**src/rtl/prog_mem_sync.sv**
```systemverilog
// ============================================================================
// prog_mem_sync : writable synchronous program memory with registered fetch,
//                 streaming load port and post-reset clear sequence.
// Optional feature macro: PROG_MEM_PARITY_EN (per-word even parity).
// Revision: 1.0
// ============================================================================
`default_nettype none

module prog_mem_sync #(
  parameter int                DATA_W   = 16,
  parameter int                ADDR_W   = 8,
  parameter int                DEPTH    = 256,
  parameter logic [DATA_W-1:0] NOP_WORD = {DATA_W{1'b0}}
) (
  input  logic              clk,
  input  logic              rst_n,
  input  logic              fetch_en,
  input  logic [ADDR_W-1:0] address,
  output logic [DATA_W-1:0] out,
  output logic              out_valid,
  output logic              out_perr,
  input  logic              ld_start,
  input  logic [ADDR_W-1:0] ld_base,
  input  logic              ld_valid,
  input  logic [DATA_W-1:0] ld_data,
  input  logic              ld_last,
  output logic              ld_ready,
  output logic              ld_done,
  output logic              ld_err,
  output logic              busy
);

`ifdef PROG_MEM_PARITY_EN
  localparam int MEM_W = DATA_W + 1;
`else
  localparam int MEM_W = DATA_W;
`endif

  localparam logic [ADDR_W:0]   DEPTH_W  = (ADDR_W + 1)'(DEPTH);
  localparam logic [ADDR_W-1:0] LAST_IDX = ADDR_W'(DEPTH - 1);

  typedef enum logic [1:0] {
    ST_CLEAR = 2'd0,
    ST_IDLE  = 2'd1,
    ST_LOAD  = 2'd2
  } state_t;

  logic [MEM_W-1:0] mem_q [DEPTH];

  state_t            state_q,     state_d;
  logic [ADDR_W-1:0] clr_ptr_q,   clr_ptr_d;
  logic [ADDR_W-1:0] wr_ptr_q,    wr_ptr_d;
  logic [DATA_W-1:0] out_q,       out_d;
  logic              out_valid_q, out_valid_d;
  logic              out_perr_q,  out_perr_d;
  logic              ld_ready_q,  ld_ready_d;
  logic              ld_done_q,   ld_done_d;
  logic              ld_err_q,    ld_err_d;
  logic              busy_q,      busy_d;

  logic              wr_en;
  logic [ADDR_W-1:0] wr_addr;
  logic [DATA_W-1:0] wr_data;
  logic [MEM_W-1:0]  wr_word;
  logic [MEM_W-1:0]  rd_word;
  logic              fetch_in_range;
  logic              base_in_range;

  assign fetch_in_range = {1'b0, address} < DEPTH_W;
  assign base_in_range  = {1'b0, ld_base} < DEPTH_W;
  assign rd_word        = mem_q[address];

`ifdef PROG_MEM_PARITY_EN
  // Stored bit makes the XOR over the whole word zero (even parity).
  assign wr_word = {^wr_data, wr_data};
`else
  assign wr_word = wr_data;
`endif

  always_comb begin
    state_d     = state_q;
    clr_ptr_d   = clr_ptr_q;
    wr_ptr_d    = wr_ptr_q;
    out_d       = out_q;
    out_valid_d = 1'b0;
    out_perr_d  = 1'b0;
    ld_done_d   = 1'b0;
    ld_err_d    = 1'b0;
    wr_en       = 1'b0;
    wr_addr     = clr_ptr_q;
    wr_data     = NOP_WORD;

    case (state_q)
      ST_CLEAR: begin
        wr_en = 1'b1;
        if (clr_ptr_q == LAST_IDX) begin
          clr_ptr_d = '0;
          state_d   = ST_IDLE;
        end else begin
          clr_ptr_d = clr_ptr_q + 1'b1;
        end
      end

      ST_IDLE: begin
        // A fetch in the same cycle as ld_start sees the pre-load contents.
        if (fetch_en) begin
          out_valid_d = 1'b1;
          if (fetch_in_range) begin
            out_d = rd_word[DATA_W-1:0];
`ifdef PROG_MEM_PARITY_EN
            out_perr_d = ^rd_word;
`endif
          end else begin
            out_d = NOP_WORD;
          end
        end
        if (ld_start) begin
          if (base_in_range) begin
            state_d  = ST_LOAD;
            wr_ptr_d = ld_base;
          end else begin
            ld_err_d = 1'b1;
          end
        end
      end

      ST_LOAD: begin
        if (ld_valid && ld_ready_q) begin
          wr_en    = 1'b1;
          wr_addr  = wr_ptr_q;
          wr_data  = ld_data;
          wr_ptr_d = (wr_ptr_q == LAST_IDX) ? '0 : wr_ptr_q + 1'b1;
          if (ld_last) begin
            state_d   = ST_IDLE;
            ld_done_d = 1'b1;
          end
        end
      end

      default: state_d = ST_CLEAR;
    endcase

    ld_ready_d = (state_d == ST_LOAD);
    busy_d     = (state_d != ST_IDLE);
  end

  always_ff @(posedge clk or negedge rst_n) begin
    if (!rst_n) begin
      state_q     <= ST_CLEAR;
      clr_ptr_q   <= '0;
      wr_ptr_q    <= '0;
      out_q       <= NOP_WORD;
      out_valid_q <= 1'b0;
      out_perr_q  <= 1'b0;
      ld_ready_q  <= 1'b0;
      ld_done_q   <= 1'b0;
      ld_err_q    <= 1'b0;
      busy_q      <= 1'b1;
    end else begin
      state_q     <= state_d;
      clr_ptr_q   <= clr_ptr_d;
      wr_ptr_q    <= wr_ptr_d;
      out_q       <= out_d;
      out_valid_q <= out_valid_d;
      out_perr_q  <= out_perr_d;
      ld_ready_q  <= ld_ready_d;
      ld_done_q   <= ld_done_d;
      ld_err_q    <= ld_err_d;
      busy_q      <= busy_d;
    end
  end

  always_ff @(posedge clk) begin
    if (wr_en) begin
      mem_q[wr_addr] <= wr_word;
    end
  end

  assign out       = out_q;
  assign out_valid = out_valid_q;
  assign ld_ready  = ld_ready_q;
  assign ld_done   = ld_done_q;
  assign ld_err    = ld_err_q;
  assign busy      = busy_q;
`ifdef PROG_MEM_PARITY_EN
  assign out_perr  = out_perr_q;
`else
  assign out_perr  = 1'b0;
`endif

endmodule

`default_nettype wire
```
**config.mk**
```make
export PLATFORM = sky130hd
export DESIGN_NAME = prog_mem_sync
export DESIGN_NICKNAME = d
export VERILOG_FILES = /design/src/rtl/prog_mem_sync.sv
export SDC_FILE = /design/constraint.sdc
export NUM_CORES = 2
export LEC_CHECK = 0
export CAP_MARGIN = 20
export CELL_PAD_IN_SITES_DETAIL_PLACEMENT = 0
export CELL_PAD_IN_SITES_GLOBAL_PLACEMENT = 2
export CORE_ASPECT_RATIO = 0.8
export CORE_MARGIN = 2
export CORE_UTILIZATION = 57
export CTS_BUF_LIST = sky130_fd_sc_hd__clkbuf_4 sky130_fd_sc_hd__clkbuf_8
export CTS_CLUSTER_DIAMETER = 100
export CTS_CLUSTER_SIZE = 24
export DETAILED_ROUTE_END_ITERATION = 7
export HOLD_SLACK_MARGIN = 0.03
export PLACE_DENSITY = 0.89
export SYNTH_ARGS = -nofsm -noshare
export SYNTH_HDL_FRONTEND = slang
export SYNTH_SLANG_ARGS = --single-unit
```
**constraint.sdc**
```tcl
create_clock -name clk -period 16.2 [get_ports clk]
set_input_delay 1.62 -clock clk [delete_from_list [all_inputs] [get_ports clk]]
set_output_delay 1.62 -clock clk [all_outputs]
set_load 0.01 [all_outputs]
```
==> impl_metrics.env <==
export IMPL_place_congestion=0.892
export IMPL_finalHoldViolations=0
export IMPL_postSynth_asyncResetShare=0.00919
export IMPL_nFillCells=19174
export IMPL_ys_flop_type="edfxtp_1"
export IMPL_relSlewSlack=0.0376
export IMPL_holdCritStartpoint="clr_ptr_q[7]"
export IMPL_coreArea_um2=281000
export IMPL_antenna_found_initial=27
export IMPL_worstPathRequired_ps=17170
export IMPL_synth_most_common_cell="edfxtp_1"
export IMPL_rows=174
export IMPL_worst_r2r_path_depth=7
export IMPL_instances_no_fill=11754
export IMPL_grt_use_met3=0.0911
export IMPL_yosys_area_top_type="edfxtp_1"
export IMPL_ir_drop_uv=92.5
export IMPL_cts_root_buf="clkbuf_8"
export IMPL_dpl_hpwl_mm=257
export IMPL_status="completed"
export IMPL_clk_pin_slew_worst_paths_ps=140
export IMPL_ios=60
export IMPL_wl_mm=426
export IMPL_track_usage=0.297
export IMPL_setup_viol=0
export IMPL_cts_resized=0
export IMPL_cap_viol_max_count=0
export IMPL_max_slew_worst_pin_slew_ps=1440
export IMPL_grt_util_met2=0.425
export IMPL_synth_commonest_cells="edfxtp_1 (4096), mux4_2 (678), mux2i_1 (643)"
export IMPL_critPathLaunchType="input pin"
export IMPL_fin_crit_sh=0.414
export IMPL_cts_buffer_depth=4
export IMPL_fin_skew_ps=83.1
export IMPL_slew_viol_final=0
export IMPL_ant_nets=0
export IMPL_dp_cells=11440
export IMPL_grt_max_degree=210
export IMPL_crit_path_end_kind="flip-flop"
export IMPL_hold_path_class="reg -> reg"
export IMPL_grt_ovfl_total=0
export IMPL_post_cts_buffers=0
export IMPL_met1_usage=0.445
export IMPL_syn_cell_area_um2=161000
export IMPL_min_period_ps=6710
export IMPL_ys_warn_count=0
export IMPL_dr_pass1_iters=6
export IMPL_cp_endpoint="out[8]"
export IMPL_arrival_ps=7670
export IMPL_ys_seq_elements=4134
export IMPL_path_class="in -> reg"
export IMPL_synth_area_leaders="edfxtp_1 (77%), mux4_2 (9.5%), mux2i_1 (4.0%), mux4_1 (1.1%), o22ai_1 (0.83%)"
export IMPL_insertion_delay_ps=1120
export IMPL_rsz0062_at_grt="false"
export IMPL_synth_top_area_share=0.766
export IMPL_syn_area_per_cell_um2=20.9
export IMPL_die_area_um2=286000
export IMPL_htree_levels=4
export IMPL_syn_inst=7699
export IMPL_hold_buffers=0
export IMPL_max_freq_mhz=149
export IMPL_power_density_nw_per_um2=105
export IMPL_utilization=0.605
export IMPL_numCtsBuffers=199
export IMPL_viasPerCell=6.91
export IMPL_start_util=0.572
export IMPL_synth_distinct_cells=77
export IMPL_synth_edf_count=4096
export IMPL_drtIter0Drc=13447
export IMPL_fin_nets=7995
export IMPL_worstReg2RegEnd="mem_q[200][5]"
export IMPL_busiest_layer="met1"
export IMPL_cts_tree="built"
export IMPL_worstReg2RegStart="state_q[0]"
export IMPL_startpoint="address[0]"
export IMPL_dr_total_vias=81177
export IMPL_wl_per_cell_um=36.2
export IMPL_r2r_slack_ps=11130
export IMPL_clock_sinks=4134
export IMPL_grt_pass1_wl_mm=596
export IMPL_die_width_um=597
export IMPL_cp_max_fo=77
export IMPL_leakage_nw=56.0
export IMPL_die_y_um=479
export IMPL_grt_pass1_vias=77534
export IMPL_portBuffers=57
export IMPL_finalSetupTns_ps=0
export IMPL_area_delta_synth_final_pct=5.80
export IMPL_ys_seq_area_frac=0.772
export IMPL_drc=0
export IMPL_drive_above_1_share=0.189
==> worst min path at each step <==
stage                               to  slack, ps  depth (start not counted)
after global routing      clr_ptr_q[4]        640                          1
after floorplan           clr_ptr_q[4]        510                          1
final                     clr_ptr_q[7]        620                          1
after detailed placement  clr_ptr_q[4]        590                          1
after global placement    clr_ptr_q[7]        570                          2
after CTS                   state_q[0]        590                          2
==> layout make-up <==
type,count,area [um2],area share
diodes,20,50.0,0.000295
multi-input cells,3091,33500,0.197
inverters,8,37.5,0.000221
clock inverters,9,85.1,0.000501
well taps,3696,4620,0.0272
clock buffers,275,3330,0.0196
repair buffers,521,4360,0.0257
flip-flops and latches,4134,124000,0.729
==> layer usage <==
layer  vias up  wire length [um]  share of wire
met5         -                87        0.00020
met4        14             14200          0.033
met3       619             62100           0.15
met2      5580            186000           0.44
met1     42601            163000           0.38
li1      32363                 -              -
==> report_power, final <==
part | total [mW] | internal (mW) | leakage [nW] | switching, mW
combinational | 1.59 | 0.475 | 14.2 | 1.11
clock | 4.35 | 1.33 | 1.82 | 3.02
sequential | 12.0 | 11.9 | 40.0 | 0.122
total | 17.9 | 13.7 | 56.0 | 4.25
==> flip-flops by register name, indices dropped and copies added (netlist names) <==
name / count
clr_ptr_q: 8
ld_ready: 1
busy: 1
wr_ptr_q: 8
mem_q: 4096
out_valid: 1
state_q: 2
ld_done: 1
out: 16
==> cells in the final DEF (no fill, tap or decap), types with 37 or more instances in the layout <==
master / instances
o21ai_0: 115
mux4_1: 65
a211oi_1: 87
mux4_2: 678
dfrtp_1: 37
o221ai_1: 118
mux2i_1: 643
buf_4: 425
nor2_1: 283
a21oi_1: 126
nand2_1: 279
a22oi_1: 61
clkdlybuf4s50_1: 52
o22ai_1: 213
nand3_1: 47
clkbuf_8: 203
edfxtp_1: 4096
clkbuf_4: 76
==> through the flow <==
stage	setup WS, ps	cell area [um2]	total power [mW]	hold slack, ps
floorplan	9460	161000	13.1	512
global placement	7930	166000	13.8	566
detailed placement	8370	166000	13.8	593
CTS	9560	170000	17.9	593
global route	9320	170000	18.4	637
finish	9490	170000	17.9	616
==> critical path: stages <==
cell      delay, ps
buf_16          350
buf_4           910
buf_4           710
buf_4           880
mux2i_1         180
o221ai_1        280
o22ai_1         150
o21ai_0        1010
a21oi_1         380
nand4b_1        600
o311ai_1        240
==> cell families after synthesis <==
| group | after synthesis | synth area share |
|---|---|---|
| AOI/OAI and AO/OA | 904 | 0.0389 |
| muxes | 1387 | 0.146 |
| buffers and inverters | 475 | 0.0214 |
| xor gates and xnor gates | 6 | 0.000327 |
| adders and majority gates | 2 | 0.000156 |
| other | 1 | 0.0000234 |
| DFF | 4134 | 0.772 |
| and+or+nand+nor | 790 | 0.0215 |
Power figures use the tool's default switching activity.
